--- src/rtl/if_fetch.sv ---
// ---------------------------------------------------------------------------
// if_fetch -- instruction fetch stage
//
// Fetches one instruction at a time over a simple req/gnt/rvalid bus. Only one
// bus request is ever outstanding. A response that arrives while the pipeline
// holds the fetch stage is parked in a one-entry buffer. A redirect from EX
// cancels whatever is in flight. Responses for cancelled requests are drained
// in DISCARD so they never reach IF/ID.
//
// Ports
//   clk, rst            clock (rising edge), asynchronous active-low reset
//   ex_branch_flag_i    redirect request from EX (active-high)
//   ex_branch_addr_i    redirect target; low two bits are ignored
//   stalled             pipeline hold vector; only bit 0 (hold fetch) is used
//   ibus_req_o          bus request, high only in REQ
//   ibus_addr_o         bus address, always the current pc
//   ibus_gnt_i          request accepted this cycle
//   ibus_rvalid_i       read data valid
//   ibus_rdata_i        read data
//   pc_o                pc of the instruction presented to IF/ID
//   inst_o              instruction presented to IF/ID, NOP_INST when none
//   stallreq_o          no valid instruction can be supplied this cycle
// ---------------------------------------------------------------------------
module if_fetch #(
  parameter logic [31:0] RESET_PC = 32'h0000_0000,
  parameter logic [31:0] NOP_INST = 32'h0000_0013
) (
  input  logic        clk,
  input  logic        rst,
  input  logic        ex_branch_flag_i,
  input  logic [31:0] ex_branch_addr_i,
  input  logic [4:0]  stalled,
  output logic        ibus_req_o,
  output logic [31:0] ibus_addr_o,
  input  logic        ibus_gnt_i,
  input  logic        ibus_rvalid_i,
  input  logic [31:0] ibus_rdata_i,
  output logic [31:0] pc_o,
  output logic [31:0] inst_o,
  output logic        stallreq_o
);

  typedef enum logic [1:0] {
    S_IDLE    = 2'd0,
    S_REQ     = 2'd1,
    S_WAIT    = 2'd2,
    S_DISCARD = 2'd3
  } state_t;

  state_t      state_q, state_d;
  logic [31:0] pc_q, pc_d;
  logic        buf_valid_q, buf_valid_d;
  logic [31:0] inst_buf_q, inst_buf_d;
  logic        req_q;

  logic        avail;
  logic [31:0] avail_data;
  logic        consume;

  // Only the fetch-hold bit matters here; the rest of the vector belongs to
  // later stages.
  logic unused_stalled;
  assign unused_stalled = ^stalled[4:1];

  // Data is only ever available in WAIT: either the parked word or the word
  // arriving this cycle. A redirect takes priority over stall and consume.
  always_comb begin
    avail       = (state_q == S_WAIT) && (buf_valid_q || ibus_rvalid_i);
    avail_data  = buf_valid_q ? inst_buf_q : ibus_rdata_i;
    consume     = avail && !stalled[0] && !ex_branch_flag_i;

    state_d     = state_q;
    pc_d        = pc_q;
    buf_valid_d = buf_valid_q;
    inst_buf_d  = inst_buf_q;

    if (ex_branch_flag_i) begin
      pc_d        = {ex_branch_addr_i[31:2], 2'b00};
      buf_valid_d = 1'b0;
    end else if (consume) begin
      pc_d        = pc_q + 32'd4;
      buf_valid_d = 1'b0;
    end

    case (state_q)
      S_IDLE: begin
        state_d = S_REQ;
      end
      S_REQ: begin
        // An accepted request that was redirected must still have its
        // response drained.
        if (ibus_gnt_i) begin
          state_d = ex_branch_flag_i ? S_DISCARD : S_WAIT;
        end
      end
      S_WAIT: begin
        if (ex_branch_flag_i) begin
          state_d = avail ? S_REQ : S_DISCARD;
        end else if (consume) begin
          state_d = S_REQ;
        end else if (ibus_rvalid_i && !buf_valid_q) begin
          // Held by the pipeline: park the word until it can be consumed.
          buf_valid_d = 1'b1;
          inst_buf_d  = ibus_rdata_i;
        end
      end
      S_DISCARD: begin
        if (ibus_rvalid_i) begin
          state_d = S_REQ;
        end
      end
      default: begin
        state_d = S_IDLE;
      end
    endcase
  end

  // State, pc, buffer and the registered bus request.
  always_ff @(posedge clk or negedge rst) begin
    if (!rst) begin
      state_q     <= S_IDLE;
      pc_q        <= RESET_PC;
      buf_valid_q <= 1'b0;
      inst_buf_q  <= 32'd0;
      req_q       <= 1'b0;
    end else begin
      state_q     <= state_d;
      pc_q        <= pc_d;
      buf_valid_q <= buf_valid_d;
      inst_buf_q  <= inst_buf_d;
      req_q       <= (state_d == S_REQ);
    end
  end

  assign ibus_req_o  = req_q;
  assign ibus_addr_o = pc_q;
  assign pc_o        = pc_q;
  assign inst_o      = (avail && !ex_branch_flag_i) ? avail_data : NOP_INST;
  assign stallreq_o  = !avail && !ex_branch_flag_i;

endmodule

--- config.mk ---
export PLATFORM = sky130hd
export DESIGN_NAME = if_fetch
export DESIGN_NICKNAME = d
export VERILOG_FILES = /design/src/rtl/if_fetch.sv
export SDC_FILE = /design/constraint.sdc
export NUM_CORES = 1
export LEC_CHECK = 0
export ABC_AREA = 1
export BUFFER_PORTS_ARGS = -buffer_cell sky130_fd_sc_hd__buf_2
export CELL_PAD_IN_SITES_DETAIL_PLACEMENT = 1
export CELL_PAD_IN_SITES_GLOBAL_PLACEMENT = 2
export CORE_UTILIZATION = 22
export DETAILED_ROUTE_END_ITERATION = 6
export GPL_TIMING_DRIVEN = 0
export PLACE_DENSITY = 0.71
export REMOVE_ABC_BUFFERS = 1
export SLEW_MARGIN = 15
export SYNTH_ARGS = -nofsm -noshare
export SYNTH_HDL_FRONTEND = slang
export SYNTH_SLANG_ARGS = --single-unit
--- constraint.sdc ---
create_clock -name clk -period 1.7 [get_ports clk]
set_clock_uncertainty 0.1 [all_clocks]
set_input_delay 0.17 -clock clk [delete_from_list [all_inputs] [get_ports clk]]
set_output_delay 0.17 -clock clk [all_outputs]
set_load 0.01 [all_outputs]
==> impl_metrics.yaml, run 1 <==
yosys:
  syn_area_um2: 4340
  synth_edf_count: 0
  synthTopCellsByArea: "dfrtp_1 (38%), nand2_1 (18%), nor2_1 (11%)"
  ys_warn_count: 0
  ys_seq_area_frac: 0.381
  async_flop_share: 1.00
  synth_top_cell_by_area: "dfrtp_1"
  netlist.area_leader.share: 0.381
  synth_common_cells: "nand2_1 (203), nor2_1 (123), inv_1 (67)"
  yosysMostFrequentCell: "nand2_1"
  ys_seq_elements: 66
  ys.flop_type: "dfrtp_1"
  postSynthAreaPerCell_um2: 6.50
  ys_types: 30
  netlist_instances: 667
floorplanning:
  die_area_um2: 20300
  start_util: 0.228
  fp.dieH_um: 142
  core_region_area_um2: 19000
  std_cell_rows: 50
  ioPinCount: 172
  fp.dieW_um: 142
setup_path:
  worstSetupStartpointType: "flip-flop"
  critPathSlowestCell: "dfrtp_4"
  rr_worst_depth: 9
  crit_buf_inv: 3
  cp_cell_sequence: "buf_12, clkbuf_16, nor2_2, a21oi_1, nor2_1, buf_2"
  critPathMaxStageDelay_ps: 500
  rrSetupSlack_ps: -120
  r2r_start: "buf_valid_q"
  crit_fanout: 9
  critPathRequiredTime_ps: 1430
  r2r-end: "inst_buf_q[16]"
  critical_path_arrival_ps: 1650
  criticalPathCategory: "reg -> out"
  critical_path_depth: 6
  path_delay_family: "flip-flops"
  end_kind: "output pin"
grt:
  grt_pass1_vias: 5348
  grt_overflow_total: 0
  grtUsageMet1: 0.217
  busiest_layer: "met2"
  antenna_found_initial: 2
  use_met2: 0.366
  track_usage: 0.194
  grt_max_degree: 37
  grt_first_pass_wirelength_um: 29400
  met3_usage: 0.0478
status:
  violations: "setup timing"
  status: "complete, but fails checks"
timing:
  post-route-period-util: 1.13
  setup_violations: 81
  final_max_slew_viol_count: 0
  min_period_ps: 1920
  setup_ws_ps: -215
  hold_slack_ps: 11.9
  hold_violations: 0
  slew_headroom: 0.604
  tns_ps: -9150
  fmax_mhz: 522
  rsz0062_at_grt: "true"
  tightest_slew_ps: 593
final_layout:
  regArea_um2: 1680
  area_delta_synth_final_pct: 73.2
  fin_area_um2: 7510
  multi_input_area_um2: 2800
  nets: 960
  drive_above_1_share: 0.429
  nFillCells: 2356
clock_network:
  cts_tree: "built"
  htreeDepth: 3
  worstSkewPairLatency_ps: 350
  cts_made_buffers: 9
  path_clk_slew_ps: 60
  cts-root-buf: "clkbuf_16"
  clk_path_buf_depth: 2
  clock_sinks: 66
route:
  routed-via-count: 5079
  drt-pass1-iter-count: 4
  vias_per_cell: 4.41
  antenna_left: 0
  wl_um: 19400
  wire_per_inst_um: 16.9
  drtIter0Drc: 153
  drc: 0
placed_design:
  place_area_um2: 5200
  portBuffers: 161
  dp_hpwl_um: 11200
  gp_congestion: 0.771
  place_ws_ps: -1370
hold_path:
  hold_depth: 5
  min_path_type: "in -> reg"
  whs_endpoint: "ibus_addr_o[13]"
  worstHoldStart: "ex_branch_addr_i[13]"
power_and_ir_drop:
  irDropWorstVdd_v: 0.000458
  p_leak_uw: 0.00357
  p_total_uw: 6720
  power_density_nw_per_um2: 895
flow_run:
  max-cap-violations: 0
[placed cells by master, fill, tap and decap left out, drive strengths merged]
cell / netlist / layout
xnor2: 3 / 3
a21oi: 30 / 31
o21ai: 44 / 44
dlygate4sd3: 0 / 46
ha: 1 / 1
and2: 1 / 1
diode: 0 / 2
o22ai: 2 / 2
a21boi: 1 / 1
nand3: 34 / 34
a31oi: 3 / 3
buf: 47 / 211
o21bai: 3 / 3
nand4: 3 / 5
nand3b: 1 / 1
clkinvlp: 0 / 2
bufinv: 0 / 1
conb: 1 / 4
nand2: 203 / 204
xor2: 5 / 5
clkbuf: 12 / 15
dfrtp: 66 / 66
nor2: 126 / 126
o31ai: 1 / 1
o211ai: 9 / 9
inv: 69 / 68
nor3: 2 / 2
[report_power, final]
part           switching (uW)  internal (uW)
logic                    1130           1100
clock network             748           1170
registers                 536           2030
[state kept, by name, summed over array words and instances, names as in the netlist]
register and cells:
inst_buf_q 32, ibus_addr_o 30, ibus_req_o 1, buf_valid_q 1, state_q 2
[worst register-to-register path: stages (launching register included)]
cell and delay [ps]:
dfrtp_4 500, nor2_4 120, nor2_4 60, buf_6 120, a21oi_4 190, buf_6 140
buf_6 120, nand4_4 180, nand2_1 120, o21ai_1 60
[layer usage]
| metal | share of wire | vias up |
|---|---|---|
| met3 | 0.055 | 18 |
| met5 | 0 | - |
| met2 | 0.52 | 133 |
| li1 | - | 2502 |
| met4 | 0.013 | 0 |
| met1 | 0.41 | 2426 |
[worst max path at each step]
| stage | startpoint | end | slack [ps] |
|---|---|---|---|
| detailed placement | buf_valid_q | inst_buf_q[19] | -1370 |
| global placement | buf_valid_q | inst_buf_q[7] | -2900 |
| global route | state_q[0] | inst_o[13] | -270 |
| CTS | state_q[0] | inst_o[12] | -220 |
| floorplan | buf_valid_q | inst_buf_q[0] | -1540 |
| finish | buf_valid_q | inst_o[24] | -220 |
[area by class of cell]
cell class | instances | area share
Clock inverter | 2 | 0.00500
Clock buffer | 13 | 0.0333
Multi-Input combinational cell | 480 | 0.372
Inverter | 69 | 0.0357
Tap cell | 260 | 0.0433
Sequential cell | 66 | 0.223
Timing Repair Buffer | 259 | 0.287
Antenna cell | 2 | 0.000666
[repair_timing]
| item | in CTS | in global routing |
|---|---|---|
| hold buffers | 46 | 0 |
| setup buffers | 37 | 11 |
| cloned | 12 | 2 |
| endpoints found under the setup margin | 99 | 99 |
| pin swaps | 27 | 21 |
| endpoints found under the hold margin | 75 | 0 |
| resized for setup | 142 | 117 |
[kinds of logic (layout without fill, tap and decap cells)]
family          after synthesis  after routing  synth area share
compound gates               93             94             0.119
xor+xnor                      8              8            0.0162
fa+ha+maj                     1              1           0.00288
buf+inv                     128            343             0.143
flops                        66             66             0.381
other cells                   1              6          0.000865
simple gates                370            373             0.337
[through the flow]
stage / util / instances
after floorplan: - / 611
after global placement: 0.269 / 1032
after detailed placement: 0.273 / 1035
after CTS: 0.369 / 1141
after global routing: 0.395 / 1150
final: 0.395 / 1151
Power figures use the tool's default switching activity.
==> run 2, diff against run 1 <==
--- a/config.mk
+++ b/config.mk
@@ -14,6 +14,7 @@
 export GPL_TIMING_DRIVEN = 0
 export PLACE_DENSITY = 0.71
 export REMOVE_ABC_BUFFERS = 1
+export SKIP_LAST_GASP = 1
 export SLEW_MARGIN = 15
 export SYNTH_ARGS = -nofsm -noshare
 export SYNTH_HDL_FRONTEND = slang
==> run 2 against run 1 <==
  * The flow still finishes with violations (setup timing)
  * Maximum frequency increased by 0.37%
  * Critical path depth increased by 2
  * Worst hold slack improved by 0.74 ps
  * Wire length decreased by 0.51%
  * Largest cell class unchanged
  * Highest routed layer unchanged
==> impl_metrics.yaml, run 2 (synthesized netlist as in run 1, its figures left out) <==
status:
  status: "complete, but fails checks"
  violations: "setup timing"
hold_path:
  worstHoldStart: "ex_branch_addr_i[19]"
  whs_endpoint: "ibus_addr_o[19]"
  min_path_type: "in -> reg"
  hold_depth: 5
setup_path:
  worstSetupStartpointType: "flip-flop"
  rr_worst_depth: 9
  r2r-end: "inst_buf_q[16]"
  crit_fanout: 8
  rrSetupSlack_ps: -120
  end_kind: "output pin"
  criticalPathCategory: "reg -> out"
  r2r_start: "buf_valid_q"
  critPathRequiredTime_ps: 1430
  critical_path_arrival_ps: 1640
timing:
  setup_violations: 80
  min_period_ps: 1910
  hold_slack_ps: 12.6
  rsz0062_at_grt: "true"
  tightest_slew_ps: 595
  final_max_slew_viol_count: 0
  slew_headroom: 0.603
  tns_ps: -9040
  setup_ws_ps: -208
  post-route-period-util: 1.12
  hold_violations: 0
  fmax_mhz: 524
route:
  drtIter0Drc: 137
  vias_per_cell: 4.41
  wire_per_inst_um: 16.8
  drt-pass1-iter-count: 4
  routed-via-count: 5071
  drc: 0
  antenna_left: 0
  wl_um: 19300
placed_design:
  gp_congestion: 0.771
  place_area_um2: 5200
  portBuffers: 161
  place_inst: 1035
  dp_hpwl_um: 11200
final_layout:
  drive_above_1_share: 0.418
  max_flop_register: "inst_buf_q"
  nets: 959
  final_common_cell: "nand2_1"
  largest_reg_flops: 32
  stdcell_count: 1150
  area_delta_synth_final_pct: 72.0
  final_cell_mix: "nand2_1 (160), buf_2 (146), nor2_1 (79)"
  fin_area_um2: 7460
power_and_ir_drop:
  p_leak_uw: 0.00353
  power_density_nw_per_um2: 900
  irDropWorstVdd_v: 0.000456
  p_total_uw: 6710
clock_network:
  path_clk_slew_ps: 60
  cts-root-buf: "clkbuf_16"
  htreeDepth: 3
  cts_tree: "built"
  worstSkewPairLatency_ps: 350
  clock_sinks: 66
  cts_made_buffers: 9
  clk_path_buf_depth: 2
grt:
  grt_overflow_total: 0
  grt_max_degree: 37
  track_usage: 0.194
  grt_pass1_vias: 5346
  antenna_found_initial: 2
  grt_first_pass_wirelength_um: 29300
floorplanning:
  die_area_um2: 20300
  start_util: 0.228
  fp.dieW_um: 142
  std_cell_rows: 50
  fp.dieH_um: 142
  core_region_area_um2: 19000
  ioPinCount: 172
flow_run:
  max-cap-violations: 0
-- run 2: power breakdown --
| group | switching [uW] | internal (uW) | total (uW) |
|---|---|---|---|
| clock | 751 | 1170 | 1920 |
| combinational | 1120 | 1090 | 2220 |
| sequential | 541 | 2030 | 2570 |
| total | 2420 | 4300 | 6710 |
-- run 2: how the worst max path moves through the flow --
stage,from,endpoint,slack [ps],cells past startpoint
3_3_place_gp,buf_valid_q,inst_buf_q[7],-2900,5
2_1_floorplan,buf_valid_q,inst_buf_q[0],-1540,5
3_5_place_dp,buf_valid_q,inst_buf_q[19],-1370,7
6_report,state_q[0],inst_o[13],-210,8
5_1_grt,state_q[0],inst_o[13],-270,8
4_1_cts,state_q[0],inst_o[12],-220,8
-- run 2: worst max-delay path: stages, from the launching register on --
cell and delay [ps]:
dfrtp_1 390, inv_2 80, nand2_4 60, nor2_4 120, buf_12 140, nand2_8 90
buf_12 200, nor2_4 80, buf_6 110
-- run 2: area by class of cell --
type | count | area, um^2
flip-flops and latches | 66 | 1670
well taps | 260 | 325
multi-input cells | 480 | 2770
inverters | 69 | 268
diodes | 2 | 5.00
fillers | 2363 | 11600
clock buffers | 13 | 250
repair buffers | 258 | 2130
clock inverters | 2 | 37.5
-- run 2: timing repair --
item | in CTS | in global routing
pin swaps | 25 | 21
gates cloned | 12 | 2
resized for setup | 135 | 114
endpoints found under the hold margin | 75 | 0
endpoints found under the setup margin | 99 | 99
buffers inserted | 37 | 9
hold buffers | 46 | 0
-- run 2: routing by layer --
layer / routed length (um) / track usage / up-vias
met5: 0 / 0 / -
met3: 1070 / 0.0471 / 17
met2: 10100 / 0.364 / 136
met1: 7890 / 0.216 / 2422
li1: - / - / 2496
met4: 237 / 0.0492 / 0
-- run 2: metrics by stage --
step / utilization / setup WS, ps
after global placement: 0.269 / -2900
after detailed placement: 0.273 / -1370
after CTS: 0.368 / -222
after floorplan: - / -1540
after global routing: 0.392 / -272
final: 0.392 / -208
==> run 3, diff against run 2 <==
--- a/config.mk
+++ b/config.mk
@@ -9,7 +9,9 @@
 export BUFFER_PORTS_ARGS = -buffer_cell sky130_fd_sc_hd__buf_2
 export CELL_PAD_IN_SITES_DETAIL_PLACEMENT = 1
 export CELL_PAD_IN_SITES_GLOBAL_PLACEMENT = 2
+export CORE_ASPECT_RATIO = 0.5
 export CORE_UTILIZATION = 22
+export CTS_CLUSTER_SIZE = 12
 export DETAILED_ROUTE_END_ITERATION = 6
 export GPL_TIMING_DRIVEN = 0
 export PLACE_DENSITY = 0.71
==> run 3 against run 2 <==
  * The flow still finishes with violations (setup timing)
  * Sequential power is 5% lower
  * Final area fell by 4.1%
  * Count of clock-buffer cells in the layout grew 2
  * Clock power grew 8%
==> impl_metrics.yaml, run 3 (synthesized netlist as in run 1, its figures left out) <==
power_and_ir_drop:
  p_sw_uw: 2210
  power_frac_comb: 0.299
  irDropWorstVdd_v: 0.000472
  clkPwrFrac: 0.322
  power_density_nw_per_um2: 897
  intPower_uw: 4210
  swShare: 0.345
  p_seq_frac: 0.379
  p_leak_uw: 0.00344
grt:
  use_met2: 0.307
  met3_usage: 0.0357
  grt_max_degree: 45
  track_usage: 0.176
  grtUsageMet1: 0.226
  antenna_found_initial: 0
  grt_pass1_vias: 5107
  grt_overflow_total: 0
  grt_first_pass_wirelength_um: 27600
  busiest_layer: "met2"
timing:
  fmax_mhz: 527
  setup_violations: 88
  final_max_slew_viol_count: 0
  hold_slack_ps: 13.7
  min_period_ps: 1900
  slew_headroom: 0.554
  post-route-period-util: 1.12
  tightest_slew_ps: 668
  tns_ps: -11930
  hold_violations: 0
  setup_ws_ps: -198
  rsz0062_at_grt: "true"
placed_design:
  dp_hpwl_um: 10900
  gp_congestion: 0.796
  place_area_um2: 5200
  portBuffers: 161
  place_inst: 1034
setup_path:
  r2r-end: "inst_buf_q[16]"
  critPathRequiredTime_ps: 1430
  crit_fanout: 11
  r2r_start: "buf_valid_q"
  cp_cell_sequence: "buf_12, buf_4, nor2_2, a21oi_2, nor2_4, buf_2"
  rrSetupSlack_ps: -180
  end_kind: "output pin"
  cp-startpoint: "buf_valid_q"
  critical_path_arrival_ps: 1630
  criticalPathCategory: "reg -> out"
  critPathSlowestCell: "dfrtp_4"
  worstSetupStartpointType: "flip-flop"
  rr_worst_depth: 8
  critPathMaxStageDelay_ps: 510
final_layout:
  drive_above_1_share: 0.389
  final_cell_mix: "nand2_1 (193), buf_2 (147), nor2_1 (74)"
  final_common_cell: "nand2_1"
  utilization: 0.380
  nets: 956
  max_flop_register: "inst_buf_q"
  largest_reg_flops: 32
  nFillCells: 2339
  fin_area_um2: 7150
  area_delta_synth_final_pct: 64.9
  antenna_cells: 0
  stdcell_count: 1145
floorplanning:
  ioPinCount: 172
  core_region_area_um2: 18800
  die_area_um2: 20300
  fp.dieW_um: 201
  start_util: 0.230
  std_cell_rows: 35
  fp.dieH_um: 101
route:
  drtIter0Drc: 130
  vias_per_cell: 4.39
  routed-via-count: 5027
  drc: 0
  wire_per_inst_um: 15.9
  drt-pass1-iter-count: 4
  wl_um: 18200
  antenna_left: 0
clock_network:
  cts-root-buf: "clkbuf_16"
  clock_sinks: 66
  clk_path_buf_depth: 2
  path_clk_slew_ps: 60
  htreeDepth: 3
  cts_tree: "built"
  cts_made_buffers: 9
  worstSkewPairLatency_ps: 340
status:
  status: "complete, but fails checks"
  violations: "setup timing"
hold_path:
  whs_endpoint: "ibus_addr_o[13]"
  worstHoldStart: "ex_branch_addr_i[13]"
  min_path_type: "in -> reg"
  hold_depth: 5
flow_run:
  max-cap-violations: 0
## run 3: changes by cell type in the layout (fill, tap and decap cells not counted), sizes merged
cell,change
buf,-2
clkbuf,+3
nand2,+1
diode,-2
clkinvlp,-1
dlygate4sd3,-3
## run 3: repair_timing
| action | 4_1_cts | 5_1_grt |
|---|---|---|
| hold endpoints to repair | 68 | 0 |
| gates resized for setup | 97 | 79 |
| hold buffers | 43 | 0 |
| endpoints found under the setup margin | 99 | 96 |
| buffers inserted | 27 | 14 |
| cloned | 7 | 4 |
| pin swaps | 36 | 16 |
## run 3: area by class of cell
class,count,area [um^2],share of cell area
clock buffer,15,288,0.0402
clock inverter,1,30.0,0.00420
inverter,69,268,0.0374
multi-input combinational,481,2600,0.363
sequential,66,1680,0.235
tap,259,324,0.0453
timing repair buffer,254,1960,0.274
## run 3: worst max-delay path by stage
stage / to / slack, ps / cells past startpoint
2_1_floorplan: inst_buf_q[0] / -1540 / 5
3_3_place_gp: inst_buf_q[29] / -3030 / 5
3_5_place_dp: ibus_addr_o[13] / -1350 / 8
4_1_cts: inst_o[4] / -210 / 7
5_1_grt: inst_buf_q[16] / -280 / 8
6_report: inst_o[25] / -200 / 6
## run 3: critical path, delay by kind of cell (launching register included)
| kind | cells | cell delay [ps] |
|---|---|---|
| DFF | 1 | 510 |
| buffers and inverters | 3 | 480 |
| and+or+nand+nor | 2 | 230 |
| AOI/OAI and AO/OA | 1 | 50 |
## run 3: routing by layer
metal | vias to the layer above | part of all wire
met5 | - | 0
met4 | 0 | 0.0080
met3 | 13 | 0.039
met2 | 90 | 0.47
met1 | 2437 | 0.48
li1 | 2487 | -
## run 3: power groups by stage
stage          clock network (uW)  logic [uW]  registers [uW]
2_1_floorplan                   0         719            2420
3_3_place_gp                    0        1260            2420
3_5_place_dp                    0        1360            2420
4_1_cts                      2130        1780            2420
5_1_grt                      2180        2150            2500
6_report                     2070        1920            2430
## run 3: metrics by stage
stage	worst slack (ps)	total power [uW]
after CTS	-210	6320
after detailed placement	-1350	3780
final	-198	6420
after global placement	-3030	3680
after floorplan	-1540	3140
after global routing	-279	6830
